## src/rtl/top_pkg.sv

```systemverilog
// rtl/top_pkg.sv - bus width defaults shared by the scratchpad slice
// Purpose: default data and address widths of the local interconnect.
// Ports: none (package).
package top_pkg;
  localparam int unsigned TL_DW = 64;
  localparam int unsigned TL_AW = 32;
endpackage

```

## src/rtl/llki_pkg.sv

```systemverilog
// rtl/llki_pkg.sv - response record and address helpers for the scratchpad arbiter
// Purpose: response record carried through the per-requester FIFOs and the
//          byte-to-word address shift.
// Ports: none (package).
package llki_pkg;
  import top_pkg::*;

  localparam int unsigned WORD_SHIFT = 3;
  localparam int unsigned NUM_REQ    = 2;
  localparam int unsigned RSP_DEPTH  = 2;

  typedef struct packed {
    logic [TL_DW-1:0] rdata;
    logic             error;
  } rsp_t;
endpackage

```

## src/rtl/prim_fifo_sync.sv

```systemverilog
// rtl/prim_fifo_sync.sv - small synchronous FIFO with optional fall-through
// Purpose: Depth-entry FIFO; with Pass=1 a write into an empty FIFO is visible
//          on the read side in the same cycle.
// Ports: clk_i/rst_ni clock and sync active-low reset; wvalid_i/wdata_i write
//        side (caller never writes when full); rvalid_o/rready_i/rdata_o read
//        side; depth_o registered number of stored entries.
module prim_fifo_sync #(
  parameter int unsigned Width = 8,
  parameter bit          Pass  = 1'b1,
  parameter int unsigned Depth = 2
) (
  input  logic                       clk_i,
  input  logic                       rst_ni,
  input  logic                       wvalid_i,
  input  logic [Width-1:0]           wdata_i,
  output logic                       rvalid_o,
  input  logic                       rready_i,
  output logic [Width-1:0]           rdata_o,
  output logic [$clog2(Depth+1)-1:0] depth_o
);
  localparam int unsigned DepthW = $clog2(Depth + 1);

  logic [Width-1:0]  mem_q [Depth];
  logic [Width-1:0]  mem_d [Depth];
  logic [DepthW-1:0] count_q, count_d;
  logic [DepthW-1:0] wr_idx;
  logic              stored_valid, pop, pop_stored, push_stored;

  always_comb begin
    stored_valid = (count_q != '0);
    rvalid_o     = stored_valid | (Pass & wvalid_i);
    rdata_o      = stored_valid ? mem_q[0] : wdata_i;
    pop          = rvalid_o & rready_i;
    pop_stored   = pop & stored_valid;
    // A word that bypasses an empty FIFO and is consumed at once is never stored.
    push_stored  = wvalid_i & ~(pop & ~stored_valid) &
                   ((count_q < DepthW'(Depth)) | pop_stored);
    wr_idx       = count_q - DepthW'(pop_stored);
    mem_d        = mem_q;
    if (pop_stored) begin
      for (int k = 0; k < int'(Depth) - 1; k++) mem_d[k] = mem_q[k+1];
    end
    for (int k = 0; k < int'(Depth); k++) begin
      if (push_stored && wr_idx == DepthW'(k)) mem_d[k] = wdata_i;
    end
    count_d = count_q + DepthW'(push_stored) - DepthW'(pop_stored);
    depth_o = count_q;
  end

  always_ff @(posedge clk_i) begin
    if (!rst_ni) begin
      count_q <= '0;
      mem_q   <= '{default: '0};
    end else begin
      count_q <= count_d;
      mem_q   <= mem_d;
    end
  end
endmodule

```

## src/rtl/scratchpad_arbiter.sv

```systemverilog
// rtl/scratchpad_arbiter.sv - two-requester round-robin front end for a scratchpad RAM
// Purpose: grants one of two requesters per cycle onto a single-port RAM,
//          flags out-of-range addresses, and returns responses in order
//          through a 2-entry fall-through FIFO per requester.
// Ports: clk_i/rst_ni clock and sync active-low reset; req_*_i[i] request
//        channel of requester i; rsp_*_i[i] response channel of requester i;
//        ram_* RAM access port (ram_rdata valid one cycle after ram_req).
module scratchpad_arbiter
  import llki_pkg::*;
#(
  parameter logic [31:0] ADDRESS = 32'h00000000,
  parameter logic [31:0] DEPTH   = 32'h00000100,
  parameter int unsigned DW      = top_pkg::TL_DW,
  parameter int unsigned AW      = top_pkg::TL_AW
) (
  input  logic                        clk_i,
  input  logic                        rst_ni,
  input  logic [1:0]                  req_valid_i,
  output logic [1:0]                  req_ready_i,
  input  logic [1:0]                  req_write_i,
  input  logic [1:0][AW-1:0]          req_addr_i,
  input  logic [1:0][DW-1:0]          req_wdata_i,
  input  logic [1:0][DW/8-1:0]        req_wmask_i,
  output logic [1:0]                  rsp_valid_i,
  input  logic [1:0]                  rsp_ready_i,
  output logic [1:0][DW-1:0]          rsp_rdata_i,
  output logic [1:0]                  rsp_error_i,
  output logic                        ram_req,
  output logic                        ram_write,
  output logic [$clog2(DEPTH/8)-1:0]  ram_addr,
  output logic [DW-1:0]               ram_wdata,
  output logic [DW-1:0]               ram_wmask,
  input  logic [DW-1:0]               ram_rdata
);
  localparam int unsigned RAM_AW = $clog2(DEPTH / 8);

  // last_q: requester granted most recently; reset to 1 so requester 0 wins first.
  logic last_q, last_d;
  logic infl_valid_q, infl_valid_d;
  logic infl_owner_q, infl_owner_d;
  logic infl_error_q, infl_error_d;
  logic infl_read_q, infl_read_d;

  logic [1:0]       eligible;
  logic             gnt_valid, gnt_idx;
  logic [AW-1:0]    offset;
  logic             in_range;
  rsp_t             push_data;
  logic [1:0]       push_valid, fifo_rvalid;
  rsp_t [1:0]       fifo_rdata;
  logic [1:0][1:0]  fifo_depth;

  // Next-state: eligibility from registered occupancy only, round-robin pick,
  // address decode and the in-flight record of the granted request.
  always_comb begin
    for (int i = 0; i < 2; i++) begin
      eligible[i] = req_valid_i[i] &&
                    ((3'(fifo_depth[i]) +
                      3'(infl_valid_q && (infl_owner_q == 1'(i)))) < 3'd2);
    end
    gnt_valid = |eligible;
    gnt_idx   = (&eligible) ? ~last_q : eligible[1];
    last_d    = gnt_valid ? gnt_idx : last_q;

    offset   = req_addr_i[gnt_idx] - AW'(ADDRESS);
    in_range = (req_addr_i[gnt_idx] >= AW'(ADDRESS)) && (offset < AW'(DEPTH));

    infl_valid_d = gnt_valid;
    infl_owner_d = gnt_idx;
    infl_error_d = gnt_valid & ~in_range;
    infl_read_d  = gnt_valid & ~req_write_i[gnt_idx];
  end

  // Outputs: grant handshake, RAM strobe in the grant cycle, FIFO push one
  // cycle later. Everything is forced quiet while reset is asserted.
  always_comb begin
    req_ready_i = '0;
    ram_req     = 1'b0;
    ram_write   = 1'b0;
    if (rst_ni && gnt_valid) begin
      req_ready_i[gnt_idx] = 1'b1;
      ram_req              = in_range;
      ram_write            = in_range & req_write_i[gnt_idx];
    end
    ram_addr  = offset[WORD_SHIFT +: RAM_AW];
    ram_wdata = req_wdata_i[gnt_idx];
    for (int b = 0; b < int'(DW / 8); b++) begin
      ram_wmask[8*b +: 8] = {8{req_wmask_i[gnt_idx][b]}};
    end

    push_data.error = infl_error_q;
    push_data.rdata = (infl_read_q && !infl_error_q) ? ram_rdata : '0;
    push_valid[0]   = rst_ni & infl_valid_q & ~infl_owner_q;
    push_valid[1]   = rst_ni & infl_valid_q &  infl_owner_q;

    for (int i = 0; i < 2; i++) begin
      rsp_valid_i[i] = rst_ni & fifo_rvalid[i];
      rsp_rdata_i[i] = rsp_valid_i[i] ? fifo_rdata[i].rdata : '0;
      rsp_error_i[i] = rsp_valid_i[i] & fifo_rdata[i].error;
    end
  end

  always_ff @(posedge clk_i) begin
    if (!rst_ni) begin
      last_q       <= 1'b1;
      infl_valid_q <= 1'b0;
      infl_owner_q <= 1'b0;
      infl_error_q <= 1'b0;
      infl_read_q  <= 1'b0;
    end else begin
      last_q       <= last_d;
      infl_valid_q <= infl_valid_d;
      infl_owner_q <= infl_owner_d;
      infl_error_q <= infl_error_d;
      infl_read_q  <= infl_read_d;
    end
  end

  for (genvar i = 0; i < 2; i++) begin : g_rsp
    prim_fifo_sync #(
      .Width ($bits(rsp_t)),
      .Pass  (1'b1),
      .Depth (RSP_DEPTH)
    ) u_rsp_fifo (
      .clk_i    (clk_i),
      .rst_ni   (rst_ni),
      .wvalid_i (push_valid[i]),
      .wdata_i  (push_data),
      .rvalid_o (fifo_rvalid[i]),
      .rready_i (rsp_ready_i[i] & rst_ni),
      .rdata_o  (fifo_rdata[i]),
      .depth_o  (fifo_depth[i])
    );
  end
endmodule
```

## config.mk

```make
export PLATFORM = sky130hd
export DESIGN_NAME = scratchpad_arbiter
export DESIGN_NICKNAME = d
export VERILOG_FILES = /design/src/rtl/top_pkg.sv /design/src/rtl/llki_pkg.sv /design/src/rtl/prim_fifo_sync.sv /design/src/rtl/scratchpad_arbiter.sv
export SDC_FILE = /design/constraint.sdc
export NUM_CORES = 1
export LEC_CHECK = 0
export ABC_AREA = 0
export ABC_CLOCK_PERIOD_IN_PS = 5800
export BUFFER_PORTS_ARGS = -buffer_cell sky130_fd_sc_hd__clkbuf_2
export CAP_MARGIN = 20
export CORE_AREA = 2 2 215 217
export CTS_CLUSTER_DIAMETER = 150
export DETAILED_ROUTE_END_ITERATION = 8
export DIE_AREA = 0 0 217 219
export GPL_TIMING_DRIVEN = 1
export SLEW_MARGIN = 10
export SYNTH_ARGS = -nofsm -noshare
export SYNTH_HDL_FRONTEND = slang
export SYNTH_SLANG_ARGS = --single-unit
```

## constraint.sdc

```tcl
create_clock -name clk_i -period 5.8 [get_ports clk_i]
set_input_delay 0.58 -clock clk_i [delete_from_list [all_inputs] [get_ports clk_i]]
set_output_delay 0.58 -clock clk_i [all_outputs]
set_load 0.01 [all_outputs]
```

=== Yosys cells after proc, flatten, opt, wreduce, memory -nomap -nowiden ===
Cells that the tools add are included.

* Flip-flop bits (word level): 269
* Bits of input ports: 280
* Output and inout bits: 269
* Logic and storage cells: 107

* $add $sub $neg: 8
* $lt $le $gt $ge: 8
* Equal/unequal tests: 2
* Muxes and demuxes: 23
* Bitwise gates (word level): 34
* Reductions and logical operators: 21

{| class="wikitable"
|+ Operators by type and width
! operator !! count
|-
| $mux 65 || 6
|-
| $mux 64 || 5
|-
| $mux 32 || 2
|-
| $ge 32x1->1 const B || 1
|-
| $lt 32x9->1 const B || 1
|-
| $and 1x1->1 || 22
|-
| $mux 8 || 2
|-
| $logic_and 1x1->1 || 12
|-
| $not 1->1 || 8
|-
| $reduce_bool 2->1 || 4
|-
| $sub 2x1->2 || 4
|-
| $add 2x1->3 || 2
|-
| $lt 3x2->1 const B || 2
|-
| $mux 1 || 6
|-
| $add 2x1->2 || 2
|-
| $eq 2x1->1 const B || 2
|-
| $logic_not 2->1 || 2
|-
| $lt 2x2->1 const B || 2
|-
| $or 1x1->1 || 4
|-
| $lt 1x2->1 const B || 1
|-
| $mux 2 || 1
|-
| $reduce_and 2->1 || 1
|-
| $reduce_or 2->1 || 1
|-
| $demux 1 s1 || 1
|-
| 2 further kinds || 2
|}

=== Depth between registers and ports, before layout ===
* Word-level depth: 13
* Gate-level depth with buffers: 12
* Depth with buffers taken out: 8

=== Modules after synthesis ===
Synthesis repeated with hierarchy kept, for this count alone.

* Cells, all modules: 1771
* Area, all modules: 16420.7 um^2

{| class="wikitable"
|+ Modules (own cells, without submodules)
! module !! instances !! cells an instance !! area each (um^2) !! sequential area each (um^2)
|-
| prim_fifo_sync || 2 || 673 || 6647.6 || 2642.5
|-
| scratchpad_arbiter || 1 || 425 || 3125.5 || 100.1
|}

=== Least setup slack after synthesis ===
No wires, ideal clock.

* Path type: input to register
* Start point: in rst_ni
* End point: reg g_rsp[0].u_rsp_fifo.mem_q[1] (netlist bit)
* Setup time: 70 ps
* Data arrival time: 2732 ps
* Required time: 5730 ps
* Slack: 2997 ps
* Stages on the path: 11
* Path buffers: 4
* Cells stage by stage: buf_2 nand3_1 inv_2 buf_4 ha_1 nand4bb_1 a2111oi_0 buf_2 buf_2 nand3_1 a21oi_1

* Word-level cells in the longest chain between the ends: 9
* Elaborated cells between the ends (all ways): 14
* Those cells by class: 1 x add/sub; 1 x eq/ne; 11 x bitwise; 1 x reduce/logical

{| class="wikitable"
|+ Ends and longest elaborated chain
! element !! line !! source
|-
| from (decl) || scratchpad_arbiter.sv:17 || <nowiki>input logic rst_ni,</nowiki>
|-
| parallel branches: the longest is 9 deep, another holds $sub 2x1->2 || -- ||
|-
| to (signal assigned) || prim_fifo_sync.sv:56 || <nowiki>mem_q <= mem_d;</nowiki>
|-
| to (decl) || prim_fifo_sync.sv:23 || <nowiki>logic [Width-1:0] mem_q [Depth];</nowiki>
|}

Parallel ways; which one is timed is not known.
A chain may end at the register's enable or synchronous reset.

=== Worst setup path in the final report ===
* Start point: reg g_rsp[0].u_rsp_fifo.count_q[1]
* End point: reg g_rsp[0].u_rsp_fifo.mem_q[102] (netlist bit)

* Word-level cells in the longest chain between the ends: 9
* Elaborated cells between the ends (all ways): 16
* Those cells by class: 1 x add/sub; 1 x order compare; 1 x mux; 9 x bitwise; 4 x reduce/logical

{| class="wikitable"
|+ Ends and longest elaborated chain
! element !! line !! source
|-
| from (decl) || prim_fifo_sync.sv:25 || <nowiki>logic [DepthW-1:0] count_q, count_d;</nowiki>
|-
| from (signal assigned) || prim_fifo_sync.sv:55 || <nowiki>count_q <= count_d;</nowiki>
|-
| parallel branches: the longest is 9 deep, another holds $sub 2x1->2 || -- ||
|}

Parallel ways; which one is timed is not known.

==> flow_metrics.tcl <==
set metrics [dict create \
    drtAntennaViolNets 0 \
    synth_nets 2220 \
    r2r-start "g_rsp[0].u_rsp_fifo.depth_o[1]" \
    cts_tree "done" \
    grt_pass1_wl_um 99400 \
    max_slew_margin 0.0531 \
    cp_max_fo 92 \
    outcome "finished, final reports clean" \
    first_pass_iters 5 \
    setup_tns_ns 0 \
    nNetsFinal 2553 \
    start_util 0.334 \
    finalCritPeriodShare 0.710 \
    critPathKind "reg2reg" \
    cp.arrival_ns 4.61 \
    drt_iter0_markers 1402 \
    hold_end "infl_read_q" \
    coreArea_um2 45100 \
    ys_seq_elements 269 \
    io_buffer_count 542 \
    cts-root-buf "clkbuf_16" \
    total_power_mw 4.93 \
    layout_common_cells "clkbuf_2 (542), a21oi_1 (327), dfxtp_1 (269), nand2_1 (266), nand3_1 (196)" \
    dp_cells 2832 \
    die_h_um 219 \
    numCtsBuffers 31 \
    cp.required_ns 6.29 \
    maxCapViolCount 0 \
    gr-usage-all-layers 0.277 \
    hold_viol_final 0 \
    start_kind "register" \
    path_clk_slew_ns 0.06 \
    rsz0062_at_grt "no" \
    vias_per_cell 5.58 \
    io_pins 549 \
    grt_max_degree 191 \
    rows 78 \
    finish.utilization 0.414 \
    vdd_drop_max_mv 0.259 \
    layoutNonFillerInstCount 2899 \
    route.detailed.drc 0 \
    setup_viol 0 \
    grt_overflow 0 \
    dp_hpwl_um 48400 \
    reg2reg_to "g_rsp[0].u_rsp_fifo.mem_q[102]" \
    fmax_ghz 0.243 \
    cts-hold-fix-buffers 0 \
    cts_resized 0 \
    worstHoldStart "req_write_i[0]" \
    cts_setup_buffers 0 \
    clock_latency_ns 0.59 \
    cts_num_sinks 269 \
    cts_buffer_depth 3 \
    die_w_um 217 \
    grt_pass1_vias 14764 \
    power.density_nw_per_um2 265 \
    drive_gt1_frac 0.314 \
    layout_commonest_cell "clkbuf_2" \
    r2r_cells 9 \
    worst_pin_slew_ns 1.41 \
    fin_crit_ns 4.12 \
    fin_area_um2 18700 \
    end_kind "register" \
    slew_violations 0 \
    fin_ws_ns 1.68 \
    hold_slack_ns 0.250 \
    antenna_found_initial 9 \
    htree_num_levels 1 \
    ys.warnings.count 0 \
    synth_cells 1936 \
    syn_to_final_growth_pct 24.0 \
    min_path_cells 2 \
    ys_types 42 \
    syn_avg_cell_area_um2 7.77 \
    dieArea_um2 47500 \
    power.leakage_nw 7.01 \
    hold_path_class "in2reg" \
    synth_area_um2 15000 \
    ys_seq_area_frac 0.358 \
    r2r_slack_ns 1.68 \
    post_drt_wl_per_cell_um 23.7 \
    fillers 4622 \
    gp_congestion 0.975 \
    skew_ns 0.0183 \
    vias 16181 \
    pre_cts_slack_ns 1.26 \
    dpl_cell_area_um2 17500 \
    routed_wl_um 68600 \
]
==> flip-flops by register name, indices dropped and copies added (netlist names) <==
signal / cells
g_rsp.u_rsp_fifo.mem_q: 260
g_rsp.u_rsp_fifo.depth_o: 4
infl_read_q: 1
infl_owner_q: 1
last_q: 1
infl_error_q: 1
infl_valid_q: 1
==> cells in the mapped netlist (all sizes together) <==
cell | number | share of area
nand4b | 1 | 0.00058
and2 | 67 | 0.028
ha | 4 | 0.0033
buf | 119 | 0.051
or3 | 65 | 0.027
nand4 | 2 | 0.00083
xnor2 | 2 | 0.0012
o311a | 1 | 0.00067
nor2 | 10 | 0.0027
nand3b | 1 | 0.00050
dfxtp | 269 | 0.36
nand4bb | 1 | 0.00075
nor2b | 6 | 0.0025
a2111o | 3 | 0.0022
xor2 | 2 | 0.0012
or2 | 2 | 0.00083
and3 | 1 | 0.00042
o22ai | 1 | 0.00042
a221oi | 64 | 0.037
a211oi | 131 | 0.065
nor3b | 1 | 0.00050
or4 | 3 | 0.0015
mux2 | 77 | 0.058
o211ai | 2 | 0.0010
nand2 | 267 | 0.067
clkbuf | 150 | 0.037
o21ai | 68 | 0.023
nor4 | 10 | 0.0042
nand3 | 197 | 0.066
a21oi | 327 | 0.11
and4 | 1 | 0.00058
and3b | 2 | 0.0012
mux2i | 66 | 0.044
a2111oi | 2 | 0.0012
inv | 11 | 0.0027
==> report_power, final <==
group	switching, mW	internal (mW)	leakage (nW)
combinational	0.665	0.332	4.32
clock	0.825	1.18	0.522
sequential	0.0304	1.90	2.17
==> critical path: stages (launching register included) <==
cell and delay (ns):
dfxtp_1 0.46, or2_2 0.18, nand3_2 0.65, inv_2 0.25, ha_1 0.18, xor2_1 0.34
a2111o_2 0.63, buf_4 0.85, a21oi_1 0.11, a211oi_1 0.28
==> kinds of logic after synthesis <==
group	Yosys count	share of synthesized area
muxes	143	0.102
and+or+nand+nor	637	0.204
xor gates and xnor gates	4	0.00233
buffers and inverters	280	0.0912
AOI/OAI and AO/OA	599	0.240
DFF	269	0.358
adders and majority gates	4	0.00333
==> routing by layer <==
layer | global-route usage | vias to the layer above | part of all wire
met4 | 0.0774 | 8 | 0.025
met3 | 0.0557 | 79 | 0.075
li1 | - | 7614 | -
met2 | 0.461 | 640 | 0.48
met1 | 0.363 | 7840 | 0.42
met5 | 0 | - | 0.00070
==> how the worst max path moves through the flow <==
| stage | start | to | slack [ns] |
|---|---|---|---|
| after global routing | g_rsp[0].u_rsp_fifo.depth_o[1] | g_rsp[0].u_rsp_fifo.mem_q[104] | 1.29 |
| after CTS | g_rsp[0].u_rsp_fifo.depth_o[1] | g_rsp[0].u_rsp_fifo.mem_q[102] | 1.63 |
| after detailed placement | rst_ni | g_rsp[0].u_rsp_fifo.mem_q[74] | 1.26 |
| final | g_rsp[0].u_rsp_fifo.depth_o[1] | g_rsp[0].u_rsp_fifo.mem_q[102] | 1.68 |
| after floorplan | rst_ni | g_rsp[0].u_rsp_fifo.mem_q[1] | 3.00 |
| after global placement | rst_ni | g_rsp[0].u_rsp_fifo.mem_q[75] | 1.38 |
==> final cells by class <==
type | instances | area, um^2 | area share
flip-flops and latches | 269 | 5390 | 0.289
well taps | 600 | 751 | 0.0402
multi-input cells | 1387 | 8360 | 0.448
repair buffers | 569 | 3040 | 0.163
clock buffers | 42 | 907 | 0.0486
diodes | 5 | 12.5 | 0.000671
inverters | 11 | 48.8 | 0.00262
clock inverters | 16 | 149 | 0.00798
Note: power is estimated with default switching activity, not from simulation.
